**src/rtl/enc_b_accumulator.sv**
```systemverilog
// enc_b_accumulator: accumulates b = A*s + e mod 2^W from a beat stream, then
// drains the finished b vector in index order over a ready/valid port.
module enc_b_accumulator #(
  parameter int unsigned N = 50,
  parameter int unsigned W = 16
) (
  input  logic         clk_in,
  input  logic         rst_in,
  input  logic         start_in,
  input  logic         beat_valid_in,
  input  logic [W-1:0] a_in,
  input  logic [W-1:0] s_in,
  input  logic [W-1:0] e_in,
  input  logic [9:0]   b_idx_in,
  input  logic         e_zero_in,
  input  logic         last_in,
  output logic [W-1:0] b_out,
  output logic [9:0]   b_idx_out,
  output logic         b_valid_out,
  input  logic         b_ready_in,
  output logic         busy_out,
  output logic         done_out,
  output logic         err_out
);

  localparam int unsigned IW = (N > 1) ? $clog2(N) : 1;
  localparam int unsigned PW = 2 * W;

  localparam logic [2:0] S_IDLE  = 3'd0;
  localparam logic [2:0] S_ACCUM = 3'd1;
  localparam logic [2:0] S_FLUSH = 3'd2;
  localparam logic [2:0] S_DRAIN = 3'd3;
  localparam logic [2:0] S_DONE  = 3'd4;

  logic [2:0]    state_q, state_d;
  logic [W-1:0]  acc_q [N];
  logic          acc_clr_c;
  logic [W-1:0]  acc_sum_c;
  logic          idx_ok_c;
  logic [IW-1:0] ptr_inc_c;

  logic          s1_valid_q, s1_valid_d;
  logic          s1_last_q, s1_last_d;
  logic [IW-1:0] s1_idx_q, s1_idx_d;
  logic [W-1:0]  s1_p_q, s1_p_d;
  logic [W-1:0]  s1_e_q, s1_e_d;

  logic [IW-1:0] ptr_q, ptr_d;
  logic [W-1:0]  b_out_q, b_out_d;
  logic [9:0]    b_idx_q, b_idx_d;
  logic          b_valid_q, b_valid_d;
  logic          busy_q, busy_d;
  logic          done_q, done_d;
  logic          err_q, err_d;

  assign idx_ok_c  = (32'(b_idx_in) < N);
  assign ptr_inc_c = ptr_q + IW'(1);
  // Stage-2 read-modify-write value; wraps mod 2^W.
  assign acc_sum_c = acc_q[s1_idx_q] + s1_p_q + s1_e_q;

  // State register.
  always_ff @(posedge clk_in) begin
    if (rst_in) state_q <= S_IDLE;
    else        state_q <= state_d;
  end

  // Next state, stage-1 capture and drain output next values.
  always_comb begin
    state_d    = state_q;
    acc_clr_c  = 1'b0;
    s1_valid_d = 1'b0;
    s1_last_d  = 1'b0;
    s1_idx_d   = s1_idx_q;
    s1_p_d     = s1_p_q;
    s1_e_d     = s1_e_q;
    ptr_d      = ptr_q;
    b_out_d    = b_out_q;
    b_idx_d    = b_idx_q;
    b_valid_d  = b_valid_q;
    done_d     = 1'b0;
    err_d      = err_q;

    case (state_q)
      S_IDLE: begin
        state_d = S_IDLE;
      end
      S_ACCUM: begin
        if (beat_valid_in) begin
          if (idx_ok_c) begin
            s1_valid_d = 1'b1;
            s1_idx_d   = IW'(b_idx_in);
            s1_p_d     = W'(PW'(a_in) * PW'(s_in));
            s1_e_d     = e_zero_in ? '0 : e_in;
          end else begin
            err_d = 1'b1;
          end
          if (last_in) begin
            s1_last_d = 1'b1;
            state_d   = S_FLUSH;
          end
        end
      end
      S_FLUSH: begin
        // The last beat stays tracked in stage 1 even when its index was dropped,
        // so the flush length does not depend on the beat being in range.
        if (!s1_valid_q && !s1_last_q) begin
          state_d   = S_DRAIN;
          ptr_d     = '0;
          b_out_d   = acc_q[0];
          b_idx_d   = '0;
          b_valid_d = 1'b1;
        end
      end
      S_DRAIN: begin
        if (b_ready_in) begin
          if (ptr_q == IW'(N - 1)) begin
            state_d   = S_DONE;
            b_valid_d = 1'b0;
            done_d    = 1'b1;
          end else begin
            ptr_d   = ptr_inc_c;
            b_out_d = acc_q[ptr_inc_c];
            b_idx_d = 10'(ptr_inc_c);
          end
        end
      end
      S_DONE: begin
        state_d = S_IDLE;
      end
      default: begin
        state_d = S_IDLE;
      end
    endcase

    // start restarts from any state and drops a beat presented alongside it.
    if (start_in) begin
      state_d    = S_ACCUM;
      acc_clr_c  = 1'b1;
      err_d      = 1'b0;
      s1_valid_d = 1'b0;
      s1_last_d  = 1'b0;
      b_valid_d  = 1'b0;
      done_d     = 1'b0;
      ptr_d      = '0;
    end

    busy_d = (state_d != S_IDLE);
  end

  // Pipeline and output registers.
  always_ff @(posedge clk_in) begin
    if (rst_in) begin
      s1_valid_q <= 1'b0;
      s1_last_q  <= 1'b0;
      s1_idx_q   <= '0;
      s1_p_q     <= '0;
      s1_e_q     <= '0;
      ptr_q      <= '0;
      b_out_q    <= '0;
      b_idx_q    <= '0;
      b_valid_q  <= 1'b0;
      busy_q     <= 1'b0;
      done_q     <= 1'b0;
      err_q      <= 1'b0;
    end else begin
      s1_valid_q <= s1_valid_d;
      s1_last_q  <= s1_last_d;
      s1_idx_q   <= s1_idx_d;
      s1_p_q     <= s1_p_d;
      s1_e_q     <= s1_e_d;
      ptr_q      <= ptr_d;
      b_out_q    <= b_out_d;
      b_idx_q    <= b_idx_d;
      b_valid_q  <= b_valid_d;
      busy_q     <= busy_d;
      done_q     <= done_d;
      err_q      <= err_d;
    end
  end

  // Accumulator array: clear on reset/start, otherwise stage-2 write.
  always_ff @(posedge clk_in) begin
    if (rst_in || acc_clr_c) begin
      for (int unsigned i = 0; i < N; i++) acc_q[IW'(i)] <= '0;
    end else if (s1_valid_q) begin
      acc_q[s1_idx_q] <= acc_sum_c;
    end
  end

  assign b_out       = b_out_q;
  assign b_idx_out   = b_idx_q;
  assign b_valid_out = b_valid_q;
  assign busy_out    = busy_q;
  assign done_out    = done_q;
  assign err_out     = err_q;

endmodule

```
**config.mk**
```make
export PLATFORM = sky130hd
export DESIGN_NAME = enc_b_accumulator
export DESIGN_NICKNAME = d
export VERILOG_FILES = /design/src/rtl/enc_b_accumulator.sv
export SDC_FILE = /design/constraint.sdc
export NUM_CORES = 2
export LEC_CHECK = 0
export CAP_MARGIN = 20
export CORE_ASPECT_RATIO = 0.7
export CORE_UTILIZATION = 48
export DETAILED_ROUTE_END_ITERATION = 8
export PLACE_DENSITY = 0.67
export SLEW_MARGIN = 0
export SYNTH_ARGS = -nofsm -noshare
export SYNTH_HDL_FRONTEND = slang
export SYNTH_SLANG_ARGS = --single-unit
```
**constraint.sdc**
```tcl
create_clock -name clk_in -period 14.3 [get_ports clk_in]
set_input_delay 2.86 -clock clk_in [delete_from_list [all_inputs] [get_ports clk_in]]
set_output_delay 2.86 -clock clk_in [all_outputs]
set_load 0.005 [all_outputs]
```
==> implementation parameters <==
Parameter                              Value

CTS
  H-tree depth    3
  Post-cts sizing count    0
  Buffer levels on the longest clock path    3
  Root Buffer    clkbuf_16
  Hold-fix buffer count after cts    0
  Post-CTS setup-driven buffer insertion count    0
  Clock tree sinks    1105
  TritonCTS Buffers    104
  CTS tree    built
  Clock-pin slew reported for the worst setup and hold paths after clock tree synthesis    around 0.07 ns
  Source-to-sink clock delay at the later pin of the worst-skew pair    0.76 ns

Yosys
  Largest cells by area after synthesis    edfxtp_1 (52%), mux4_2 (24%), nor2_1 (5.4%), fa_1 (3.2%), dfxtp_1 (2.7%)
  Yosys warns    0
  Fraction of the yosys area taken by sequential cells    between 50% and 60%
  Area share of the largest cell type after synthesis    between 50 and 60%
  Fraction of registers with async set/reset    0%
  Post-synthesis cell type count    between 60 and 70
  Top cell type by total area after synthesis    edfxtp_1
  Synthesized area divided by synthesized cell count    14.4 sq um
  Cell area after synthesis    slightly below 60000 sq um
  Number of enable-type register cells in the synthesized netlist    1024
  Most used flip-flop cell after synthesis    edfxtp_1
  Synth top cells by count    edfxtp_1 (1024), nor2_1 (845), mux4_2 (621)
  Post-synthesis sequential element count    ~1100
  Dominant cell by count in the synthesized netlist    edfxtp_1
  Post-Synthesis Cells    about 4100

Timing
  Max Clk Rate    approximately 0.12 GHz
  Remaining max-slew budget at the tightest pin    12.8%
  Final setup TNS    0 ns
  Max-slew violation count    0
  Minimum period implied by the final worst setup slack    between 8 and 9 ns
  Number of hold violations in the final report    0
  Slew at the pin closest to its max-slew limit    1.30 ns
  Worst hold slack    0.452 ns
  RSZ-0062 raised after global routing    no
  Post-route clock skew    0.0694 ns
  Share of the clock period used by the worst path after layout    59.5%
  Setup violations, final    0

Floorplan
  Effective utilization at floorplan    around half
  Die span in x    around 420 um
  Standard cell core area    about 120000 sq um
  Die area    ~120000 sq um
  Die Span Y    just under 300 um
  Io pins    95
  Site row count    107

Drt
  DRC    0
  Initial drt markers    roughly 6000
  Total iterations of the first detailed-routing run    6
  Via Count    a little under 40000
  Via-to-Cell Ratio    about 6.6
  Total met2 wirelength after detailed routing    79100 um
  Remaining antenna violation count after routing    0
  Top routing layer used    met5
  Total wire length    190000 um
  Metal-1 WL    70300 um
  Average wire per standard cell    approximately 33 um
  Wire length on met3    around 35000 um

Finish
  Final layout net count    approximately 4300
  Area added between synthesis and finish    10.5%
  Share of final-layout standard cells stronger than drive strength 1    roughly 24%

Placed design
  Post-DP HPWL    125000 um
  Input/output buffers    90
  Global placement routability congestion    between 0.9 and 1

Power and ir drop
  Peak supply drop    about 0.13 mV
  Leak pwr    around 22 nW
  Total Power Consumption    0.00763 W
  Power per cell area    ~120 nW/um^2

Setup path
  Arrival time reported for the critical path endpoint    8.95 ns
  Endpoint required time on the critical path    approximately 15 ns
  Startpoint type of the worst setup path    register
  Maximum fanout along the worst path    94
  Max stage delay cell, worst path    dfxtp_4
  Critical path's most frequent cell    mux4_2
  Number of buffer and inverter instances along the worst setup path    4
  Nature of the critical path endpoint    register
  Stage delay of the slowest cell on the critical path    0.74 ns
  Flop-to-flop setup slack    5.79 ns
  Worst Setup Path Type    register to register
  Family of cells with the greatest summed delay on the critical path    compound AO/OA/AOI/OAI gates
  Worst-path cell chain    buf_12 -> buf_4 -> mux4_2 -> mux4_2 -> mux4_2 -> fa_1 -> ha_1 -> a2111oi_0 -> o31ai_1 -> o31ai_1 -> o22a_1 -> o31a_2 -> buf_4 -> inv_2

Global routing
  Wire length of the first global-routing pass    between 200000 and 300000 um
  Pin count of the biggest net entering global routing    roughly 120
  Number of antenna violations at the first check in global routing    8
  Via count of the first global-routing pass    ~37000
  GRT Overall Usage    a little under a third
  GRT Residual Overflow    0

Status
  Result of the run    completed

Job
  Max Cap Violations    0

Min path
  Min-delay worst type    register to register
## registers in the layout, summed over array words and instances (netlist names), named ones only
name	count
s1_p_q	16
b_idx_out	6
err_out	1
busy_out	1
b_valid_out	1
ptr_q	6
s1_idx_q	6
state_q	3
b_out	16
s1_e_q	16
done_out	1
acc_q	1024
s1_last_q	1
s1_valid_q	1
## layer usage
metal,global-route usage (%),vias to the layer above
met5,0,-
met4,8.05,8
met3,14.5,342
met2,41.9,3172
met1,43.4,19700
li1,-,15400
## area by class of cell
class	count	area [sq um]
Sequential cell	1105	32400
Tap cell	1635	2050
Clock inverter	67	586
Timing Repair Buffer	207	1900
Antenna cell	6	15.0
Clock buffer	127	2780
Fill cell	9878	56500
Multi-Input combinational cell	2524	25200
Inverter	142	533
## layout by cell type (no fill, tap or decap), drive strengths merged, types with 9 or more instances in the layout
cell           count
clkbuf           127
fa                96
clkdlybuf4s50     89
xor2              19
a21oi             92
o21ai             27
nand2b             9
ha                65
a22o              11
mux4             622
and2              73
nor2             894
a311oi             9
clkinv            50
nand2            365
o221ai            12
nor2b              9
a21o              10
nor3              12
nand3b            19
a211oi            11
dfxtp             81
nand3             44
xnor2             40
edfxtp          1024
mux2i             18
buf              118
inv              148
## worst min-delay path: cells and delay by family (launching register included)
family / cells / cell delay (ns)
DFF: 1 / 0.31
and+or+nand+nor: 1 / 0.05
AOI/OAI and AO/OA: 1 / 0.05
## power breakdown
group	switching, W	internal (W)	total, W
Sequential	0.0000544	0.00362	0.00368
Combinational	0.000677	0.000476	0.00115
Clock	0.00130	0.00150	0.00280
Total	0.00203	0.00560	0.00763
## stage by stage
step                instance area, sq um  utilization [%]  instances  setup slack, ns
CTS                                65300             53.5       5800             5.98
global placement                   61900             50.8       5605             5.63
floorplan                          59200                -       4122             6.58
finish                             65400             53.7       5813             5.79
global route                       65400             53.6       5807             5.48
detailed placement                 61900             50.8       5606             5.56
## path summary, 6_finish.rpt
kind / startpoint / to / cells past startpoint
worst max-delay path: register / acc_q[60][14] / 14
worst min-delay path: b_out[13] / b_out[13] / 2
worst max register to register: register / acc_q[60][14] / 14
worst min register to register: b_out[13] / b_out[13] / 2
## kinds of logic (layout without fill, tap and decap cells)
family	Yosys count	in the layout	synth area share, %
AOI/OAI and AO/OA	203	203	2.18
adders and majority gates	161	161	4.62
DFF	1105	1105	54.7
other	1	10	0.00633
xor gates and xnor gates	60	60	0.948
muxes	640	640	24.0
buffers and inverters	493	543	3.40
and+or+nand+nor	1456	1456	10.2
(Power assumes the default switching activity.)
